File: src/rtl/rr_arb_pkg.sv
// Shared types and width helpers for the N-way round-robin arbiter.
package rr_arb_pkg;

  typedef enum logic [1:0] {
    KEEP,
    ARB,
    IDLE
  } rr_decision_e;

  function automatic int unsigned idx_w(input int unsigned n);
    return (n > 1) ? $clog2(n) : 1;
  endfunction

endpackage

File: src/rtl/rr_pick.sv
// Rotating-priority finder: first set bit of req scanning start, start+1, ... with wrap.
module rr_pick
  import rr_arb_pkg::*;
#(
  parameter int unsigned N  = 4,
  parameter int unsigned IW = idx_w(N)
) (
  input  logic [N-1:0]  req,
  input  logic [IW-1:0] start,
  output logic [IW-1:0] idx,
  output logic          found
);

  logic [N-1:0] rot;

  // Doubling the vector turns the wrap-around scan into a plain low-to-high search.
  always_comb begin
    rot   = N'({req, req} >> start);
    idx   = '0;
    found = 1'b0;
    for (int unsigned i = 0; i < N; i++) begin
      if (!found && rot[i]) begin
        found = 1'b1;
        idx   = IW'((32'(start) + i) % N);
      end
    end
  end

endmodule

File: src/rtl/rr_arbiter_n.sv
// N-way round-robin arbiter with registered requests, one-hot registered grant
// and bounded grant locking of up to HOLD_MAX consecutive cycles.
module rr_arbiter_n
  import rr_arb_pkg::*;
#(
  parameter int unsigned N        = 4,
  parameter int unsigned HOLD_MAX = 3
) (
  input  logic                 clock,
  input  logic                 reset,
  input  logic [N-1:0]         ir,
  input  logic [N-1:0]         il,
  output logic [N-1:0]         ack,
  output logic [idx_w(N)-1:0]  ack_id,
  output logic                 ack_valid
);

  localparam int unsigned IW = idx_w(N);
  localparam int unsigned HW = $clog2(HOLD_MAX + 1);

  logic [N-1:0]  req_q, lock_q;
  logic [N-1:0]  ack_q, ack_d;
  logic [IW-1:0] ack_id_q, ack_id_d;
  logic          ack_valid_q, ack_valid_d;
  logic [IW-1:0] ptr_q, ptr_d;
  logic [HW-1:0] hold_q, hold_d;

  logic [IW-1:0] pick_idx;
  logic          pick_found;
  rr_decision_e  decision;

  rr_pick #(
    .N  (N),
    .IW (IW)
  ) u_pick (
    .req   (req_q),
    .start (ptr_q),
    .idx   (pick_idx),
    .found (pick_found)
  );

  always_comb begin
    ack_d       = ack_q;
    ack_id_d    = ack_id_q;
    ack_valid_d = ack_valid_q;
    ptr_d       = ptr_q;
    hold_d      = hold_q;

    if (ack_valid_q && req_q[ack_id_q] && lock_q[ack_id_q] && (hold_q < HW'(HOLD_MAX)))
      decision = KEEP;
    else if (pick_found)
      decision = ARB;
    else
      decision = IDLE;

    // ptr already points past the holder, so an expired holder is scanned last.
    case (decision)
      KEEP: hold_d = hold_q + HW'(1);
      ARB: begin
        ack_d           = '0;
        ack_d[pick_idx] = 1'b1;
        ack_id_d        = pick_idx;
        ack_valid_d     = 1'b1;
        ptr_d           = (pick_idx == IW'(N - 1)) ? '0 : pick_idx + IW'(1);
        hold_d          = HW'(1);
      end
      default: begin
        ack_d       = '0;
        ack_id_d    = '0;
        ack_valid_d = 1'b0;
        hold_d      = '0;
      end
    endcase
  end

  always_ff @(posedge clock) begin
    if (reset) begin
      req_q       <= '0;
      lock_q      <= '0;
      ack_q       <= '0;
      ack_id_q    <= '0;
      ack_valid_q <= 1'b0;
      ptr_q       <= '0;
      hold_q      <= '0;
    end else begin
      req_q       <= ir;
      lock_q      <= il;
      ack_q       <= ack_d;
      ack_id_q    <= ack_id_d;
      ack_valid_q <= ack_valid_d;
      ptr_q       <= ptr_d;
      hold_q      <= hold_d;
    end
  end

  assign ack       = ack_q;
  assign ack_id    = ack_id_q;
  assign ack_valid = ack_valid_q;

  a_ack_onehot0: assert property (@(posedge clock) $onehot0(ack_q));
  a_ack_valid:   assert property (@(posedge clock) ack_valid_q == (|ack_q));
  a_grant_req:   assert property (@(posedge clock) disable iff (reset)
                                  (ack_q & ~$past(req_q)) == '0);

endmodule

File: config.mk
export PLATFORM = sky130hd
export DESIGN_NAME = rr_arbiter_n
export DESIGN_NICKNAME = d
export VERILOG_FILES = /design/src/rtl/rr_arb_pkg.sv /design/src/rtl/rr_pick.sv /design/src/rtl/rr_arbiter_n.sv
export SDC_FILE = /design/constraint.sdc
export NUM_CORES = 1
export LEC_CHECK = 0
export ABC_AREA = 1
export BUFFER_PORTS_ARGS = -buffer_cell sky130_fd_sc_hd__buf_2
export CAP_MARGIN = 10
export CORE_UTILIZATION = 59
export DETAILED_ROUTE_END_ITERATION = 10
export PLACE_DENSITY = 0.92
export SLEW_MARGIN = 20
export SYNTH_ARGS = -nofsm -noshare
export SYNTH_HDL_FRONTEND = slang
export SYNTH_SLANG_ARGS = --single-unit
export TNS_END_PERCENT = 1
File: constraint.sdc
create_clock -name clock -period 4.6 [get_ports clock]
set_input_delay 0.69 -clock clock [delete_from_list [all_inputs] [get_ports clock]]
set_output_delay 0.69 -clock clock [all_outputs]
set_load 0.05 [all_outputs]
==> flow_summary_export.csv <==
group,metric,value,unit
status,outcome,"completed",
min_path,hp-start,"hold_q[0]",
grt,grt_pass1_vias,829,
clock_tree,cts_buffer_depth,2,
yosys,mappedNetlistNets,161,
worst_setup_path,path_cells,"nand2_1, nand3_2, nand2_4, a21oi_2, nand2_1, nand3_1, inv_1, ha_1, o21ai_1, a21oi_1",
worst_setup_path,cp_slowest_cell,"dfxtp_1",
final_layout,syn2layout_area_growth,10.65,%
min_path,whs_path_depth,1,
grt,grt_overflow,0,
min_path,hold_class,"flop to flop",
yosys,netlist_area,0.001081,mm^2
sta,slew_headroom,72.79,%
yosys,synth_cell_types,25,
grt,grt_start_max_net_pins,16,
final_layout,multi_input_area,569.3,um^2
grt,grt_pass1_wl,3374,um
worst_setup_path,worstPathArrival,2330,ps
sta,worst_clock_skew,6.846,ps
placed_design,portBuffers,16,
yosys,syn_area_per_cell,7.404,um^2
clock_tree,cts_resized,0,
clock_tree,numCtsBuffers,3,
routing,vias,903,
sta,fin_tns_setup,0,ps
yosys,syn_inst,146,
clock_tree,ctsHoldBuffers,0,
clock_tree,clockRootBuffer,"clkbuf_4",
worst_setup_path,cp-start-kind,"flop",
routing,routed_wl,2053,um
clock_tree,cts_htree_levels,1,
yosys,synth_flop_cell,"dfxtp_1",
yosys,ys_warn_count,0,
pwr,peakVddDrop,0.4293,mV
worst_setup_path,crit_buf_inv,1,
clock_tree,post_cts_buffers,0,
worst_setup_path,reg2regPathDepth,10,
floorplan,initial_core_util,62.61,%
clock_tree,clock_latency,290,ps
clock_tree,cts_tree,"built",
yosys,synth_most_common_cell,"nand2_1",
yosys,seq_area_frac_synth,35.19,%
sta,min_period,2146,ps
placed_design,gp_routability_congestion,0.8553,
routing,firstDrtPassIters,4,
routing,drc,0,
sta,slew_violations,0,
worst_setup_path,cp.required,4790,ps
final_layout,drive_gt1_share,27.61,%
yosys,synthArstFlopShare,0,%
floorplan,num_rows,15,
final_layout,nets,179,
sta,max_freq,466.0,MHz
routing,antenna_left,0,
floorplan,die_x,44.81,um
placed_design,dp_hpwl,1674,um
floorplan,dieArea,0.002007,mm^2
sta,fin_crit_sh,46.65,%
worst_setup_path,cp_max_fo,10,
final_layout,seq_area,380.4,um^2
sta,hold_slack,451.6,ps
clock_tree,cts_sinks,19,
yosys,synth-seq-cells,19,
worst_setup_path,crit_path_frequent_cell,"nand2_1",
yosys,synth_edf_count,0,
worst_setup_path,end_kind,"flop",
sta,rsz0062_at_grt,"false",
floorplan,die_height,44.81,um
yosys,synthTopCellsByArea,"dfxtp_1, nand2_1, inv_1",
worst_setup_path,r2r_start,"ptr_q[0]",
worst_setup_path,crit_type,"flop to flop",
routing,vias_per_cell,4.803,
yosys,yosysTopAreaCellShare,35.19,%
yosys,ys_top_cells_by_count,"nand2_1, inv_1, dfxtp_1",
sta,worst_pin_slew,407.7,ps
clock_tree,path_clk_slew,100,ps
worst_setup_path,ff2ff_setup_slack,2450,ps
routing,post_drt_wl_per_cell,10.92,um
floorplan,coreArea,0.001727,mm^2
sta,setup_viol,0,
pwr,power,0.8235,mW
pwr,p_leak,0.6286,nW
grt,grt_use_total,23.15,%
sta,hold_viol,0,
pwr,power.density,688.5,mW/mm^2
min_path,hold_end,"hold_q[0]",
final_layout,n_fill_cell,160,
yosys,yosysTopAreaCell,"dfxtp_1",
floorplan,top_level_ports,17,
worst_setup_path,max_stage_delay,580,ps
worst_setup_path,r2r_end,"ptr_q[1]",
final_layout,antenna_cells,0,
routing,initialDrtViolationCount,21,
job,maxCapViolCount,0,
worst_setup_path,critPathTopFamily,"simple AND/OR/NAND/NOR gates",
grt,grt_antenna_before_repair,0,
-- placed cells by master, fill, tap and decap left out, drive strengths merged --
cell type  netlist  final
nand4            4      4
buf              2     16
nand3b           1      1
xnor2            1      1
ha               5      5
dfxtp           19     19
nand2           41     41
a21oi           10     10
nand3           20     20
clkbuf           1      4
nor2            13     13
inv             27     27
o21ai            2      2
-- report_power, final --
| part | internal, mW | switching [mW] | leakage (nW) | total (mW) |
|---|---|---|---|---|
| clock | 0.0338 | 0.0483 | 0.0150 | 0.0820 |
| combinational | 0.159 | 0.341 | 0.456 | 0.499 |
| sequential | 0.202 | 0.0396 | 0.158 | 0.242 |
-- sequential cells by signal (all words and copies together) (netlist names) --
| name | count |
|---|---|
| ack_id | 2 |
| lock_q | 4 |
| req_q | 4 |
| ptr_q | 2 |
| ack_valid | 1 |
| hold_q | 2 |
| ack | 4 |
-- through the flow --
stage | setup slack (ps) | instance area (um^2) | cells | utilization (%)
floorplan | 2906 | 1081 | 146 | -
finish | 2454 | 1196 | 188 | 69.28
global placement | 2617 | 1170 | 184 | 67.75
CTS | 2467 | 1196 | 188 | 69.28
global route | 2223 | 1196 | 188 | 69.28
detailed placement | 2472 | 1170 | 184 | 67.75
-- cell families (layout without fill, tap and decap cells) --
| group | Yosys count | count (layout) | synth area share [%] |
|---|---|---|---|
| flip-flops | 19 | 19 | 35.18 |
| adder cells (fa/ha/maj) | 5 | 5 | 5.787 |
| buffers and inverters | 30 | 47 | 12.15 |
| AO/OA/AOI/OAI | 12 | 12 | 6.596 |
| XOR/XNOR | 1 | 1 | 0.8103 |
| AND/OR/NAND/NOR | 79 | 79 | 39.47 |
-- worst max path at each step --
stage / start / end / slack, ps / depth (start not counted)
after detailed placement: ptr_q[0] / ptr_q[1] / 2470 / 10
final: ptr_q[0] / ptr_q[1] / 2450 / 10
after floorplan: ptr_q[0] / ptr_q[1] / 2910 / 13
after global placement: ptr_q[0] / ptr_q[1] / 2620 / 10
after CTS: ptr_q[0] / ptr_q[1] / 2470 / 10
after global routing: ptr_q[0] / ptr_q[1] / 2220 / 10
-- area by class of cell --
cell class	count	share of cell area, %
inverter	27	9.100
clock buffer	4	2.197
multi-input combinational	97	47.59
sequential	19	31.80
timing repair buffer	16	6.695
tap	25	2.615
-- per-layer routing --
layer	global-route usage (%)	share of wire, %	up-vias
met4	6.667	0.73	0
met5	0	0	-
met2	41.47	51	23
met1	28.64	44	392
met3	3.600	3.9	2
li1	-	-	486
-- worst register-to-register path, delay by kind of cell (launching register included) --
kind / cells / cell delay (ps)
and+or+nand+nor: 5 / 670
DFF: 1 / 580
AOI/OAI and AO/OA: 3 / 430
adders and majority gates: 1 / 290
buffers and inverters: 1 / 80
No activity file was read; power rests on OpenSTA's default activity.
